<file path="src/rtl/vx_lsu_req_arbiter_pkg.sv">
// rtl/vx_lsu_req_arbiter_pkg.sv - shared sizing helpers for the LSU request arbiter
// Purpose: index-field sizing function and core-level tag width constant.
// Contents:
//   lsu_arb_sel_bits(n)   bits needed for a requester index (at least 1)
//   LSU_ARB_TAG_WIDTH     memory-side tag width for the core-level instance
package vx_lsu_req_arbiter_pkg;

    // A single requester still carries a 1-bit index so the tag layout never collapses.
    function automatic int lsu_arb_sel_bits(input int n);
        return (n > 1) ? $clog2(n) : 1;
    endfunction

    localparam int LSU_ARB_NUM_INPUTS    = 2;
    localparam int LSU_ARB_REQ_TAG_WIDTH = 8;
    localparam int LSU_ARB_TAG_WIDTH     = LSU_ARB_REQ_TAG_WIDTH + lsu_arb_sel_bits(LSU_ARB_NUM_INPUTS);

endpackage

</file>
<file path="src/rtl/vx_rr_grant.sv">
// rtl/vx_rr_grant.sv - combinational one-hot round-robin pick
// Purpose: picks the first set bit of valid at or after ptr, wrapping around.
// Ports:
//   valid      in   NUM_INPUTS   candidate mask
//   ptr        in   SEL_BITS     highest-priority index (held by the parent)
//   grant      out  NUM_INPUTS   one-hot pick, zero when nothing is valid
//   grant_idx  out  SEL_BITS     binary index of the pick
//   any        out  1            a pick was made
module vx_rr_grant #(
    parameter int NUM_INPUTS = 2,
    parameter int SEL_BITS   = 1
) (
    input  logic [NUM_INPUTS-1:0] valid,
    input  logic [SEL_BITS-1:0]   ptr,
    output logic [NUM_INPUTS-1:0] grant,
    output logic [SEL_BITS-1:0]   grant_idx,
    output logic                  any
);

    always_comb begin
        int j;
        grant     = '0;
        grant_idx = '0;
        any       = 1'b0;
        for (int k = 0; k < NUM_INPUTS; k++) begin
            // ptr is always below NUM_INPUTS, so one conditional subtract wraps it.
            j = int'(ptr) + k;
            if (j >= NUM_INPUTS) begin
                j = j - NUM_INPUTS;
            end
            if (!any && valid[j]) begin
                any       = 1'b1;
                grant[j]  = 1'b1;
                grant_idx = SEL_BITS'(j);
            end
        end
    end

endmodule

</file>
<file path="src/rtl/vx_lsu_req_arbiter.sv">
// rtl/vx_lsu_req_arbiter.sv - round-robin LSU to data-cache request arbiter
// Purpose: shares one memory request/response port among NUM_INPUTS requesters,
// with a single registered request stage, tag-based response routing and a cap
// on outstanding reads per requester.
// Ports:
//   clk, reset                        core clock, synchronous active-high reset
//   req_valid_in/rw/addr/data/tag     packed per-requester requests
//   req_ready_in                      one-hot accept (or zero)
//   rsp_valid_out/data/tag            routed response, data broadcast
//   rsp_ready_out                     per-requester response ready
//   mem_req_*                         registered memory request, tag = {req tag, index}
//   mem_rsp_*                         memory response, index taken from tag LSBs
//   busy                              reads outstanding or request stage full
module vx_lsu_req_arbiter
    import vx_lsu_req_arbiter_pkg::*;
#(
    parameter int  NUM_INPUTS    = 2,
    parameter int  ADDR_WIDTH    = 32,
    parameter int  DATA_WIDTH    = 64,
    parameter int  TAG_WIDTH     = 8,
    parameter int  MAX_PENDING   = 16,
    localparam int SEL_BITS      = lsu_arb_sel_bits(NUM_INPUTS),
    localparam int CNT_BITS      = $clog2(MAX_PENDING + 1),
    localparam int MEM_TAG_WIDTH = TAG_WIDTH + SEL_BITS
) (
    input  logic                             clk,
    input  logic                             reset,
    input  logic [NUM_INPUTS-1:0]            req_valid_in,
    input  logic [NUM_INPUTS-1:0]            req_rw_in,
    input  logic [NUM_INPUTS*ADDR_WIDTH-1:0] req_addr_in,
    input  logic [NUM_INPUTS*DATA_WIDTH-1:0] req_data_in,
    input  logic [NUM_INPUTS*TAG_WIDTH-1:0]  req_tag_in,
    output logic [NUM_INPUTS-1:0]            req_ready_in,
    output logic [NUM_INPUTS-1:0]            rsp_valid_out,
    output logic [DATA_WIDTH-1:0]            rsp_data_out,
    output logic [TAG_WIDTH-1:0]             rsp_tag_out,
    input  logic [NUM_INPUTS-1:0]            rsp_ready_out,
    output logic                             mem_req_valid,
    output logic                             mem_req_rw,
    output logic [ADDR_WIDTH-1:0]            mem_req_addr,
    output logic [DATA_WIDTH-1:0]            mem_req_data,
    output logic [MEM_TAG_WIDTH-1:0]         mem_req_tag,
    input  logic                             mem_req_ready,
    input  logic                             mem_rsp_valid,
    input  logic [DATA_WIDTH-1:0]            mem_rsp_data,
    input  logic [MEM_TAG_WIDTH-1:0]         mem_rsp_tag,
    output logic                             mem_rsp_ready,
    output logic                             busy
);

    logic [NUM_INPUTS-1:0]    eligible;
    logic [NUM_INPUTS-1:0]    grant;
    logic [NUM_INPUTS-1:0]    pend_nz;
    logic [SEL_BITS-1:0]      grant_idx;
    logic [SEL_BITS-1:0]      rr_ptr;
    logic [SEL_BITS-1:0]      next_ptr;
    logic                     grant_any;
    logic                     can_load;
    logic                     do_grant;
    logic [SEL_BITS-1:0]      rsp_idx;
    logic                     rsp_fire;

    logic                     sel_rw;
    logic [ADDR_WIDTH-1:0]    sel_addr;
    logic [DATA_WIDTH-1:0]    sel_data;
    logic [MEM_TAG_WIDTH-1:0] sel_tag;

    // The stage can take a new request when empty or when its current one leaves this cycle.
    assign can_load     = !mem_req_valid || mem_req_ready;
    assign do_grant     = can_load && grant_any;
    assign req_ready_in = can_load ? grant : '0;
    assign next_ptr     = (grant_idx == SEL_BITS'(NUM_INPUTS - 1)) ? '0 : grant_idx + SEL_BITS'(1);

    vx_rr_grant #(
        .NUM_INPUTS (NUM_INPUTS),
        .SEL_BITS   (SEL_BITS)
    ) u_rr_grant (
        .valid      (eligible),
        .ptr        (rr_ptr),
        .grant      (grant),
        .grant_idx  (grant_idx),
        .any        (grant_any)
    );

    // Mux driven by the one-hot grant so no index ever exceeds the packed range.
    always_comb begin
        sel_rw   = 1'b0;
        sel_addr = '0;
        sel_data = '0;
        sel_tag  = '0;
        for (int i = 0; i < NUM_INPUTS; i++) begin
            if (grant[i]) begin
                sel_rw   = req_rw_in[i];
                sel_addr = req_addr_in[i*ADDR_WIDTH +: ADDR_WIDTH];
                sel_data = req_data_in[i*DATA_WIDTH +: DATA_WIDTH];
                sel_tag  = {req_tag_in[i*TAG_WIDTH +: TAG_WIDTH], SEL_BITS'(i)};
            end
        end
    end

    always_ff @(posedge clk) begin
        if (reset) begin
            mem_req_valid <= 1'b0;
            rr_ptr        <= '0;
        end else if (can_load) begin
            // A fire without a new grant empties the stage; with one it refills it.
            mem_req_valid <= grant_any;
            if (grant_any) begin
                rr_ptr <= next_ptr;
            end
        end
    end

    // Payload needs no reset: it is only observed while mem_req_valid is set.
    always_ff @(posedge clk) begin
        if (do_grant) begin
            mem_req_rw   <= sel_rw;
            mem_req_addr <= sel_addr;
            mem_req_data <= sel_data;
            mem_req_tag  <= sel_tag;
        end
    end

    assign rsp_idx      = mem_rsp_tag[SEL_BITS-1:0];
    assign rsp_tag_out  = mem_rsp_tag[MEM_TAG_WIDTH-1:SEL_BITS];
    assign rsp_data_out = mem_rsp_data;

    always_comb begin
        rsp_valid_out = '0;
        mem_rsp_ready = 1'b0;
        for (int i = 0; i < NUM_INPUTS; i++) begin
            if (rsp_idx == SEL_BITS'(i)) begin
                rsp_valid_out[i] = mem_rsp_valid;
                mem_rsp_ready    = rsp_ready_out[i];
            end
        end
    end

    assign rsp_fire = mem_rsp_valid && mem_rsp_ready;

    for (genvar i = 0; i < NUM_INPUTS; i++) begin : g_pend
        logic [CNT_BITS-1:0] count;
        logic                inc;
        logic                dec;

        // Writes bypass the cap; only reads wait for a free slot.
        assign eligible[i] = req_valid_in[i] && !(!req_rw_in[i] && count == CNT_BITS'(MAX_PENDING));
        assign inc         = do_grant && grant[i] && !req_rw_in[i];
        assign dec         = rsp_fire && rsp_valid_out[i];
        assign pend_nz[i]  = (count != '0);

        always_ff @(posedge clk) begin
            if (reset) begin
                count <= '0;
            end else if (inc && !dec) begin
                count <= count + CNT_BITS'(1);
            end else if (dec && !inc) begin
                count <= count - CNT_BITS'(1);
            end
        end

        always @(posedge clk) begin
            if (!reset) begin
                assert (!(dec && count == '0));
                assert (!(inc && count == CNT_BITS'(MAX_PENDING)));
            end
        end
    end

    always @(posedge clk) begin
        if (!reset && mem_rsp_valid) begin
            assert (int'(rsp_idx) < NUM_INPUTS);
        end
    end

    assign busy = mem_req_valid || (|pend_nz);

endmodule

</file>
<file path="config.mk">
export PLATFORM = sky130hd
export DESIGN_NAME = vx_lsu_req_arbiter
export DESIGN_NICKNAME = d
export VERILOG_FILES = /design/src/rtl/vx_lsu_req_arbiter_pkg.sv /design/src/rtl/vx_rr_grant.sv /design/src/rtl/vx_lsu_req_arbiter.sv
export SDC_FILE = /design/constraint.sdc
export NUM_CORES = 1
export LEC_CHECK = 0
export CORE_AREA = 3 3 185 187
export CTS_CLUSTER_DIAMETER = 60
export CTS_CLUSTER_SIZE = 10
export DETAILED_ROUTE_END_ITERATION = 7
export DIE_AREA = 0 0 188 190
export PLACE_DENSITY = 0.58
export SETUP_SLACK_MARGIN = 0.15
export SYNTH_ARGS = -nofsm -noshare
export SYNTH_HDL_FRONTEND = slang
export SYNTH_SLANG_ARGS = --single-unit
</file>
<file path="constraint.sdc">
create_clock -name clk -period 7.17 [get_ports clk]
set_input_delay 1.434 -clock clk [delete_from_list [all_inputs] [get_ports clk]]
set_output_delay 1.434 -clock clk [all_outputs]
set_load 0.02 [all_outputs]
</file>
Yosys cells after proc, flatten, opt, wreduce, memory -nomap -nowiden
Cells that the tools add are included.

Bits of input ports: 291. Word-level logic and storage cells: 98. Bits in registers: 118. Output and inout port bits: 185.

$add $sub $neg: 8. Bitwise logic cells: 1. Multiplexer cells: 35. Reduce and logical (&&, ||, !) cells: 37. Equal/unequal tests: 2. Magnitude comparators: 6.

Operators with widths (count): $mux W32 (4); $mux W64 (2); $ge A32 B1 Y1 const B (2); $lt A32 B3 Y1 const B (2); $ge A32 B3 Y1 const B (1); $sub A32 B3 Y32 const B (1); $mux W5 (4); $logic_and A1 B1 Y1 (19); $mux W1 (18); $mux W9 (2); $add A5 B1 Y5 const B (2); $eq A5 B5 Y1 const B (2); $logic_not A1 Y1 (10); $reduce_bool A5 Y1 (2); $sub A5 B1 Y5 const B (2); $mux W2 (3); $reduce_bool A2 Y1 (2); $sub A1 B2 Y3 const B (1); $add A1 B1 Y2 const B (1); $demux W1 S1 (2); $ge A1 B2 Y1 const B (1); $logic_or A1 B1 Y1 (2); $or A2 B2 Y2 (1); $reduce_and A2 Y1 (1); 2 further kinds (2).

Longest topological paths before layout
Gate-level depths: netlist of run 1.

Depth in word-level cells: 18. Mapped depth: 13. Gate-level depth less buffers: 11.

Modules after synthesis
Synthesis of run 1 repeated with hierarchy kept, for this count alone.

Cell total of the unflattened synthesis: 415. Area total of the unflattened synthesis: 5684.2 sq um.

By module, submodules not included: vx_lsu_req_arbiter (sequential area each 3423.3 sq um, area an instance 5651.7 sq um, cells each 410, times used 1); vx_rr_grant (sequential area each 0.0 sq um, area an instance 32.5 sq um, cells each 5, times used 1).

Least setup slack after synthesis of run 1
OpenSTA, ideal clock, no wires.

Path type: in2reg. Start: input req_rw_in[0]. End: register mem_req_addr[0] (enable). Arrival time: 6.794 ns. Path slack: -0.231 ns. Cell stages on the path: 3. Data required time: 6.564 ns. Path buffers: 0. Cells stage by stage: nand2b_1 o21ai_2 a21oi_1.

Cells in the longest elaborated chain, start to end: 12. Elaborated cells between the ends (all ways): 15.

Ends and longest elaborated chain: from (decl) (line vx_lsu_req_arbiter.sv:29) `input logic [NUM_INPUTS-1:0] req_rw_in,`; $logic_not A1 Y1 * (line vx_lsu_req_arbiter.sv:147) `assign eligible[i] = req_valid_in[i] && !(!req_rw_in[i] && count == CNT_BITS'(MAX_PENDING));`; $logic_and A1 B1 Y1 * (line vx_lsu_req_arbiter.sv:147); $logic_not A1 Y1 * (line vx_lsu_req_arbiter.sv:147); $logic_and A1 B1 Y1 * (line vx_lsu_req_arbiter.sv:147); $mux W1 (not written as such) (3 in series) (line vx_rr_grant.sv:31) `if (!any && valid[j]) begin`; $mux W1 (line vx_rr_grant.sv:31); $logic_not A1 Y1 (line vx_rr_grant.sv:31); $logic_and A1 B1 Y1 (line vx_rr_grant.sv:31); $mux W1 * (line vx_rr_grant.sv:31); $logic_and A1 B1 Y1 * (line vx_lsu_req_arbiter.sv:70) `assign do_grant = can_load && grant_any;`; to (signal assigned) (line vx_lsu_req_arbiter.sv:118) `mem_req_addr <= sel_addr;`; to (decl) (line vx_lsu_req_arbiter.sv:40) `output logic [ADDR_WIDTH-1:0] mem_req_addr,`.

Mark *: on every way between the ends. The rest lies on a longest branch, timed or not. The select of a mux whose other input is x is not followed. A chain may end at the register's enable or synchronous reset.

Worst setup path after layout of run 1
Start: input req_rw_in[1]. End: output req_ready_in[0].

Cells in the longest elaborated chain, start to end: 12. Elaborated cells between the ends (all ways): 17.

Ends and longest elaborated chain: $logic_not A1 Y1 * (line vx_lsu_req_arbiter.sv:147); $logic_and A1 B1 Y1 * (line vx_lsu_req_arbiter.sv:147); $logic_not A1 Y1 * (line vx_lsu_req_arbiter.sv:147); $logic_and A1 B1 Y1 * (line vx_lsu_req_arbiter.sv:147); $mux W1 (not written as such) (3 in series) (line vx_rr_grant.sv:31); $mux W1 (line vx_rr_grant.sv:31); $logic_not A1 Y1 (line vx_rr_grant.sv:31); $logic_and A1 B1 Y1 (line vx_rr_grant.sv:31); $mux W2 * (line vx_rr_grant.sv:31); $mux W2 * (line vx_lsu_req_arbiter.sv:71) `assign req_ready_in = can_load ? grant : '0;`; to (decl) (line vx_lsu_req_arbiter.sv:33) `output logic [NUM_INPUTS-1:0] req_ready_in,`.

Marks and branches as above.

==> summary.txt, run 1 <==
Run status
  – Status: finished, final reports clean

Timing
  – Worst rel slew slack: 0.4254
  – Fin crit share: 0.6616
  – Unrepaired setup endpoints after global routing: no
  – Final min period: 4744 ps
  – Setup TNS: 0 ps
  – Count of pins over their slew limit: 0
  – Slew @ Worst Pin: 861.9 ps
  – Max Fclk: 210.8 MHz
  – Final WS setup: 2426 ps
  – Final Skew: 14.57 ps
  – Final setup vio count: 0
  – Number of hold violations in the final report: 0

Synthesis
  – Number of enable flip-flop cells after synthesis: 106
  – Largest family of logic cells by synthesized area: compound AO/OA/AOI/OAI gates
  – FFs w/ async S/R, synth: 0
  – Syn nets: 717
  – Synth Area in Adders: 0.02664
  – Register area share after synthesis: 0.5974
  – Mux contribution to synthesized area: 0.007642
  – Post-synthesis simple-gate area fraction: 0.04454
  – Distinct cells, synth: 38
  – Cells after Synth: 415
  – Post-synthesis xor/xnor area fraction: 0.007642
  – Post-synthesis register bit count: 118
  – Synthesized area: 0.005730 sq mm
  – Ys flop type: edfxtp_1
  – Complex-gate fraction of the synthesized area: 0.1849
  – Synthesis warning total: 0
  – Average size of a mapped cell: 13.81 sq um

Die
  – Die ar.: 0.03572 sq mm
  – I/O Pins: 476
  – Die width: 188 um
  – Die height: 190 um
  – # rows: 66
  – Core box area: 0.03262 sq mm
  – Starting Density: 0.1757

Worst hold path
  – End point of the worst hold path: g_pend[0].count[3]$_SDFFE_PP0P_
  – Hold Crit Class: reg2reg
  – Hold Path Stages: 2
  – Min-delay src: g_pend[0].count[3]$_SDFFE_PP0P_

Detailed routing
  – ANT nets after route: 0
  – Pre-Repair DR Iteration Count: 4
  – Post-DR wirelength/cell: 19.72 um
  – Post-Route WL: 22200 um
  – DR vias/cell: 3.975
  – Via count: 4476
  – Iteration-0 DRC Markers: 197
  – DRC viols: 0

Global route
  – First-pass GRT wire length: 31120 um
  – Largest net degree at the start of global routing: 62
  – Most used routing layer: met2
  – Vias in the first global route: 4658
  – Met1 Track Usage GR: 0.1206
  – Grt met3 use: 0.04054
  – Global route overflow: 0
  – Initial antenna violation count: 0
  – GRT Util Overall: 0.1173
  – GR Util met2: 0.2113

Power and ir drop
  – Leakage: 0.003517 uW
  – PwrDens: 260.1 mW/mm^2
  – VDD IR max: 0.1488 mV

CTS
  – H-Tree Depth: 4
  – Setup bufs post-CTS: 0
  – CTS Hold Bufs: 0
  – CTS buffer count: 17
  – Cts repair resizes: 0
  – Clock transition at path regs: 60 ps
  – Clock sinks: 118
  – CTS tree: built
  – Clock buffer depth: 2
  – Root buffer cell: clkbuf_16
  – Clk_lat worst skew: 420 ps

Critical path
  – Crit Path Class: in2out
  – Worst endpoint data arrival time: 3310 ps
  – CP startpoint kind: input port
  – CP Launch Point: req_rw_in[1]
  – Critical Path RT: 5740 ps
  – Internal reg-to-reg setup slack: 3410 ps
  – RR Startpoint: g_pend[1].count[1]$_SDFFE_PP0P_
  – Terminus of the critical flop-to-flop path: g_pend[0].count[4]$_SDFFE_PP0P_
  – Crit. End Element: output pin
  – Crit Path Max Fanout: 3
  – R2R depth: 12

Layout
  – Most frequent cells in the layout: clkdlybuf4s50_1 (331), edfxtp_1 (106), a22o_1 (104), clkbuf_16 (17), nor2_1 (16)
  – Final Instance Area: 0.009538 sq mm
  – Final net count: 973
  – # diodes: 0
  – Syn-to-layout area delta: 66.44%
  – Most common cell after layout, fill and taps aside: clkdlybuf4s50_1
  – Share of layout cells above drive strength 1: 0.07164

Placed design
  – Post-DP HPWL: 16890 um
  – Placed cell area: 0.008935 sq mm
  – Post-place setup slack: 2237 ps
  – Placer Congestion: 0.7629
  – Port bufs: 331

Flow run
  – Max cap viols: 0
[metal layers]
metal  up-vias  routed length [um]
met5         -                   0
met4         0                 779
met3        76                1971
met2       254               11590
met1      2099                7857
li1       2047                   -
[layout make-up]
type                    count  area [sq um]
inverters                   5         18.77
repair buffers            337          3358
flip-flops and latches    118          3423
clock inverters            15         177.7
well taps                 442         553.0
fillers                  3343         23080
multi-input cells         192          1582
clock buffers              17         425.4
[registers in the layout, indices dropped and copies added, names as in the netlist, named ones only]
name           count
g_pend.count      10
mem_req_data      64
mem_req_rw         1
mem_req_tag        9
mem_req_valid      1
mem_req_addr      32
[kinds of logic (layout without fill, tap and decap cells)]
group                    Yosys count  in the layout
AND/OR/NAND/NOR                   46             46
AO/OA/AOI/OAI                    126            126
XOR/XNOR                           5              5
adder cells (fa/ha/maj)           11             11
multiplexers                       4              4
flip-flops                       118            118
buffers and inverters            105            374
[power by group]
group	internal, uW	leakage, uW	switching, uW
Combinational	350	0.00203	329
Sequential	878	0.00119	33.0
Clock	549	0.000295	341
Total	1780	0.00352	703
[how the worst max path moves through the flow]
stage	cells after the start	slack [ps]	endpoint
after floorplan	3	2010	mem_req_addr[0]$_DFFE_PN_
after global placement	13	2280	g_pend[0].count[4]$_SDFFE_PP0P_
after detailed placement	13	2240	g_pend[0].count[4]$_SDFFE_PP0P_
after CTS	6	2370	req_ready_in[0]
after global routing	6	2300	req_ready_in[0]
final	6	2430	req_ready_in[0]
[worst max-delay path, cell delays in order]
cell and delay [ps]:
clkdlybuf4s50_1 460, nand2b_1 200, o211ai_1 220, nor2b_4 190, and2_1 140, clkdlybuf4s50_1 660
[through the flow]
step	utilization	total power [uW]	cells	hold WS (ps)
2_1_floorplan	-	1313	415	474.9
3_3_place_gp	0.2739	1607	1094	504.6
3_5_place_dp	0.2739	1615	1094	509.0
4_1_cts	0.2924	2530	1126	527.8
5_1_grt	0.2924	2600	1126	559.2
6_report	0.2924	2480	1126	523.6
[synth_stat cells, types with 2 or more instances]
cell type / number / area share
o21ai_2: 2 / 0.0031
buf_4: 75 / 0.098
nand3_1: 2 / 0.0017
dfxtp_1: 12 / 0.042
ha_1: 9 / 0.020
nand3b_1: 2 / 0.0026
edfxtp_1: 106 / 0.56
mux2_2: 3 / 0.0059
xor2_1: 3 / 0.0046
nand2b_1: 4 / 0.0044
nor2b_1: 6 / 0.0066
and2_1: 3 / 0.0033
nor2_1: 16 / 0.010
a21oi_1: 8 / 0.0070
buf_6: 8 / 0.016
a22o_1: 104 / 0.16
clkbuf_1: 4 / 0.0026
fa_1: 2 / 0.0070
inv_1: 5 / 0.0033
nand2_1: 5 / 0.0033
buf_2: 13 / 0.011
or4_4: 2 / 0.0039
a31oi_1: 4 / 0.0044
a211oi_1: 2 / 0.0026
xnor2_1: 2 / 0.0031
Note: power is estimated with default switching activity, not from simulation.
==> run 2, diff against run 1 <==
Settings changed: CORE_AREA 3 3 185 187 to 3 3 182 184, DIE_AREA 0 0 188 190 to 0 0 185 187.
Clock period 7.17 ns to 4.8 ns, I/O delays scaled along.
==> summary.txt, run 2 (synthesis results as in run 1) <==
Critical path
  – Critical Path RT: 3840 ps
  – Cell mode on critical path: clkdlybuf4s50_1
  – Internal reg-to-reg setup slack: 1560 ps
  – Worst endpoint data arrival time: 2880 ps
  – Crit Path Max Fanout: 4
  – CP Launch Point: req_rw_in[1]
  – Worst path cell trace: clkdlybuf4s50_1 > nand2b_1 > o211ai_1 > nor2b_4 > and2_1 > clkdlybuf4s50_1
  – RR Startpoint: g_pend[1].count[1]$_SDFFE_PP0P_
  – Terminus of the critical flop-to-flop path: g_pend[0].count[4]$_SDFFE_PP0P_
  – Critical path buffers and inverters: 2
  – Crit. End Element: output pin
  – CP endpoint: req_ready_in[0]
  – Worst path depth: 6
  – Cell family with most CP delay: buffers and inverters
  – CP max-delay cell: clkdlybuf4s50_1
  – CP startpoint kind: input port
  – Crit Path Class: in2out
  – Critical Path Max Stage Delay: 660 ps
  – R2R depth: 11

Global route
  – Largest net degree at the start of global routing: 56
  – Vias in the first global route: 4407
  – Global route overflow: 0
  – Initial antenna violation count: 0
  – GRT Util Overall: 0.1169
  – First-pass GRT wire length: 29260 um

Layout
  – Final Instance Area: 0.009512 sq mm
  – Largest regs: mem_req_data x64, mem_req_addr x32, g_pend.count x10
  – Final std cells w/o fill: 1085
  – Largest register by flop count: mem_req_data
  – Max reg flops: 64
  – Syn-to-layout area delta: 65.98%
  – Most common cell after layout, fill and taps aside: clkdlybuf4s50_1
  – Final net count: 973
  – # diodes: 0
  – Share of layout cells above drive strength 1: 0.07174
  – Most frequent cells in the layout: clkdlybuf4s50_1 (331), edfxtp_1 (106), a22o_1 (104), clkbuf_16 (17), nor2_1 (16)
  – FILL cells: 3208

Timing
  – Fin crit share: 0.8004
  – Setup TNS: 0 ps
  – Slew @ Worst Pin: 662.0 ps
  – Final setup vio count: 0
  – Worst rel slew slack: 0.5587
  – Final min period: 3842 ps
  – Count of pins over their slew limit: 0
  – Final Skew: 13.17 ps
  – Number of hold violations in the final report: 0
  – Unrepaired setup endpoints after global routing: no
  – Max Fclk: 260.3 MHz

Placed design
  – Dpl cells: 1054
  – Placer Congestion: 0.7575
  – Post-DP HPWL: 16770 um
  – Port bufs: 331
  – Placed cell area: 0.008910 sq mm

Detailed routing
  – ANT nets after route: 0
  – DR vias/cell: 4.063
  – Iteration-0 DRC Markers: 248
  – Pre-Repair DR Iteration Count: 4
  – Post-Route WL: 21780 um
  – DRC viols: 0
  – Post-DR wirelength/cell: 20.07 um
  – Via count: 4408

Die
  – Core box area: 0.03156 sq mm
  – # rows: 65
  – Starting Density: 0.1816
  – Die height: 187 um
  – Die ar.: 0.03460 sq mm
  – Die width: 185 um
  – I/O Pins: 476

CTS
  – Clock sinks: 118
  – H-Tree Depth: 4
  – CTS Hold Bufs: 0
  – CTS tree: built
  – Root buffer cell: clkbuf_16
  – CTS buffer count: 17
  – Setup bufs post-CTS: 0
  – Clock buffer depth: 2
  – Clock transition at path regs: 60 ps
  – Cts repair resizes: 0
  – Clk_lat worst skew: 420 ps

Power and ir drop
  – Clock power frac: 0.358
  – P_int: 2656 uW
  – P_sw: 1045 uW
  – PwrDens: 389.1 mW/mm^2
  – Combinational fraction of design power: 0.275
  – Leakage: 0.003521 uW
  – VDD IR max: 0.1789 mV
  – Reg power frac: 0.367
  – Sw Share: 0.2823

Flow run
  – Max cap viols: 0

Run status
  – Status: finished, final reports clean

Worst hold path
  – Hold Crit Class: reg2reg
==> run 2: worst min-delay path by stage <==
stage	end	cells past startpoint	from
finish	g_pend[0].count[3]$_SDFFE_PP0P_	2	g_pend[0].count[3]$_SDFFE_PP0P_
global route	flop	2	flop
CTS	g_pend[0].count[3]$_SDFFE_PP0P_	2	g_pend[0].count[3]$_SDFFE_PP0P_
detailed placement	g_pend[0].count[3]$_SDFFE_PP0P_	2	g_pend[0].count[3]$_SDFFE_PP0P_
global placement	g_pend[0].count[3]$_SDFFE_PP0P_	2	g_pend[0].count[3]$_SDFFE_PP0P_
floorplan	g_pend[0].count[3]$_SDFFE_PP0P_	2	g_pend[0].count[3]$_SDFFE_PP0P_
==> run 2: tightest hold or removal path: stages (launching register included) <==
cell and delay, ps:
dfxtp_1 330, nand3b_1 80, o31ai_1 60
==> run 2: power by group through the flow <==
stage               Sequential [uW]  Clock [uW]  Combinational [uW]
global route                   1370        1410                1080
detailed placement             1380           0                1030
finish                         1360        1320                1020
CTS                            1360        1370                1030
global placement               1380           0                1020
floorplan                      1560           0                 399
==> run 2: stage by stage <==
stage | hold WS [ps] | power [uW] | worst slack (ps) | utilization
3_3_place_gp | 502.6 | 2401 | 953.4 | 0.2824
6_report | 518.1 | 3701 | 958.3 | 0.3014
5_1_grt | 553.7 | 3866 | 859.1 | 0.3014
2_1_floorplan | 474.9 | 1957 | 1409 | -
4_1_cts | 524.0 | 3762 | 939.9 | 0.3014
3_5_place_dp | 512.6 | 2413 | 940.7 | 0.2824
==> run 2: routing by layer <==
| metal | vias up | GRT usage | share of wire |
|---|---|---|---|
| met1 | 2030 | 0.1121 | 0.34 |
| met4 | 0 | 0.06032 | 0.037 |
| met2 | 258 | 0.2177 | 0.53 |
| li1 | 2048 | - | - |
| met3 | 72 | 0.04026 | 0.095 |
| met5 | - | 0 | 0 |
==> run 2: cell type report <==
cell class / count / area, sq um / share of cell area
Tap cell: 402 / 503.0 / 0.05288
Multi-Input combinational cell: 192 / 1582 / 0.1663
Clock inverter: 14 / 176.4 / 0.01855
Inverter: 5 / 18.77 / 0.001973
Timing Repair Buffer: 337 / 3383 / 0.3557
Sequential cell: 118 / 3423 / 0.3599
Clock buffer: 17 / 425.4 / 0.04473
==> run 3, diff against run 2 <==
Clock period 4.8 ns to 3.63 ns, I/O delays scaled along.
==> summary.txt, run 3 (synthesis results as in run 1) <==
CTS
  – Cts repair resizes: 0
  – Setup bufs post-CTS: 0
  – CTS Hold Bufs: 0
  – Clock transition at path regs: 60 ps
  – H-Tree Depth: 4
  – CTS tree: built
  – CTS buffer count: 17
  – Clk_lat worst skew: 410 ps
  – Clock buffer depth: 2
  – Root buffer cell: clkbuf_16
  – Clock sinks: 118

Detailed routing
  – DRC viols: 0
  – Post-DR wirelength/cell: 20.16 um
  – Pre-Repair DR Iteration Count: 4
  – Via count: 4516
  – DR vias/cell: 4.120
  – Iteration-0 DRC Markers: 236
  – ANT nets after route: 0
  – Post-Route WL: 22090 um

Timing
  – Unrepaired setup endpoints after global routing: no
  – Slew @ Worst Pin: 753.9 ps
  – Setup TNS: 0 ps
  – Count of pins over their slew limit: 0
  – Final min period: 3379 ps
  – Fin crit share: 0.9309
  – Final Skew: 13.21 ps
  – Worst rel slew slack: 0.4963
  – Number of hold violations in the final report: 0
  – Max Fclk: 295.9 MHz
  – Final setup vio count: 0

Global route
  – First-pass GRT wire length: 30130 um
  – Global route overflow: 0
  – Vias in the first global route: 4520
  – Initial antenna violation count: 0
  – Largest net degree at the start of global routing: 57
  – GRT Util Overall: 0.1197

Power and ir drop
  – Reg power frac: 0.367
  – PwrDens: 510.6 mW/mm^2
  – P_sw: 1419 uW
  – VDD IR max: 0.2415 mV
  – Leakage: 0.003574 uW
  – Combinational fraction of design power: 0.280
  – Final total power: 4894 uW
  – Clock power frac: 0.353
  – P_int: 3475 uW
  – Sw Share: 0.2899

Critical path
  – Crit Path Class: in2out
  – Cell mode on critical path: clkdlybuf4s50_1
  – Critical path buffers and inverters: 2
  – Worst path depth: 6
  – Crit Path Max Fanout: 4
  – Critical Path RT: 2900 ps
  – Cell family with most CP delay: buffers and inverters
  – Critical Path Max Stage Delay: 680 ps
  – R2R depth: 11
  – Worst endpoint data arrival time: 2650 ps
  – Crit. End Element: output pin
  – CP startpoint kind: input port
  – Worst path cell trace: clkdlybuf4s50_1 > nand2b_1 > o211ai_2 > nor2b_4 > and2_1 > clkdlybuf4s50_1
  – CP max-delay cell: clkdlybuf4s50_1

Layout
  – Syn-to-layout area delta: 67.27%
  – Final core utilization: 0.3038
  – Largest regs: mem_req_data x64, mem_req_addr x32, g_pend.count x10
  – Most common cell after layout, fill and taps aside: clkdlybuf4s50_1
  – Final net count: 983
  – Largest register by flop count: mem_req_data
  – # diodes: 0
  – FILL cells: 3200
  – Max reg flops: 64
  – Most frequent cells in the layout: clkdlybuf4s50_1 (330), edfxtp_1 (106), a22o_1 (104), clkbuf_16 (17), nor2_1 (16)
  – Share of layout cells above drive strength 1: 0.08646

Placed design
  – Placer Congestion: 0.7344
  – Port bufs: 331
  – Post-DP HPWL: 17020 um

Flow run
  – Max cap viols: 0

Die
  – Die width: 185 um
  – Die ar.: 0.03460 sq mm
  – Starting Density: 0.1816
  – # rows: 65
  – I/O Pins: 476
  – Die height: 187 um
  – Core box area: 0.03156 sq mm

Run status
  – Status: finished, final reports clean

Worst hold path
  – Hold Path Stages: 2
  – Hold Crit Class: reg2reg
-- run 3: changes by cell type in the layout (fill, tap and decap cells not counted), moves of 2 or more --
| cell | delta |
|---|---|
| buf_4 | +10 |
| clkinv_2 | -2 |
| inv_6 | +4 |
| clkinv_4 | -3 |
-- run 3: power by group through the flow --
stage	sequential [uW]	clock (uW)	combinational, uW
after global routing	1820	1860	1450
final	1800	1730	1370
after CTS	1800	1790	1390
after global placement	1820	0	1370
after detailed placement	1830	0	1380
after floorplan	2060	0	528
-- run 3: metal layers --
| layer | track usage | vias to the layer above | wire, um |
|---|---|---|---|
| li1 | - | 2073 | - |
| met1 | 0.1157 | 2138 | 7522 |
| met2 | 0.2238 | 237 | 11800 |
| met3 | 0.04142 | 68 | 2020 |
| met4 | 0.05743 | 0 | 747 |
| met5 | 0 | - | 0 |
-- run 3: worst paths after layout --
check / from / endpoint / slack [ps]
setup / recovery: req_rw_in[0] / req_ready_in[1] / 250
hold reg to reg: g_pend[0].count[3]$_SDFFE_PP0P_ / g_pend[0].count[3]$_SDFFE_PP0P_ / 520
hold / removal: g_pend[0].count[3]$_SDFFE_PP0P_ / g_pend[0].count[3]$_SDFFE_PP0P_ / 520
setup reg to reg: g_pend[1].count[1]$_SDFFE_PP0P_ / g_pend[0].count[4]$_SDFFE_PP0P_ / 500
-- run 3: worst reg2reg max path: stages, from the launching register on --
cell and delay [ps]:
dfxtp_1 350, or4_4 580, o211ai_1 240, nor2b_4 220
nor3b_2 180, ha_1 190, inv_1 100, ha_1 350
a21oi_1 210, a211oi_1 100, a31oi_1 160, mux2_2 340
-- run 3: through the flow --
stage               instance area (sq um)  instances  setup slack (ps)  hold slack (ps)
CTS                                  9578       1096             204.4            521.7
floorplan                            5742        415             473.2            474.9
global placement                     8985       1064             141.2            501.7
global route                         9585       1096             152.3            553.2
detailed placement                   8985       1064             86.42            506.0
finish                               9585       1096             250.7            518.4
-- run 3: cell type report --
| class | instances | area (sq um) | area share |
|---|---|---|---|
| inverter | 5 | 18.77 | 0.001958 |
| multi-input combinational | 192 | 1587 | 0.1655 |
| tap | 402 | 503.0 | 0.05247 |
| clock inverter | 14 | 163.9 | 0.01710 |
| timing repair buffer | 347 | 3461 | 0.3610 |
| clock buffer | 18 | 429.2 | 0.04477 |
| sequential | 118 | 3423 | 0.3571 |
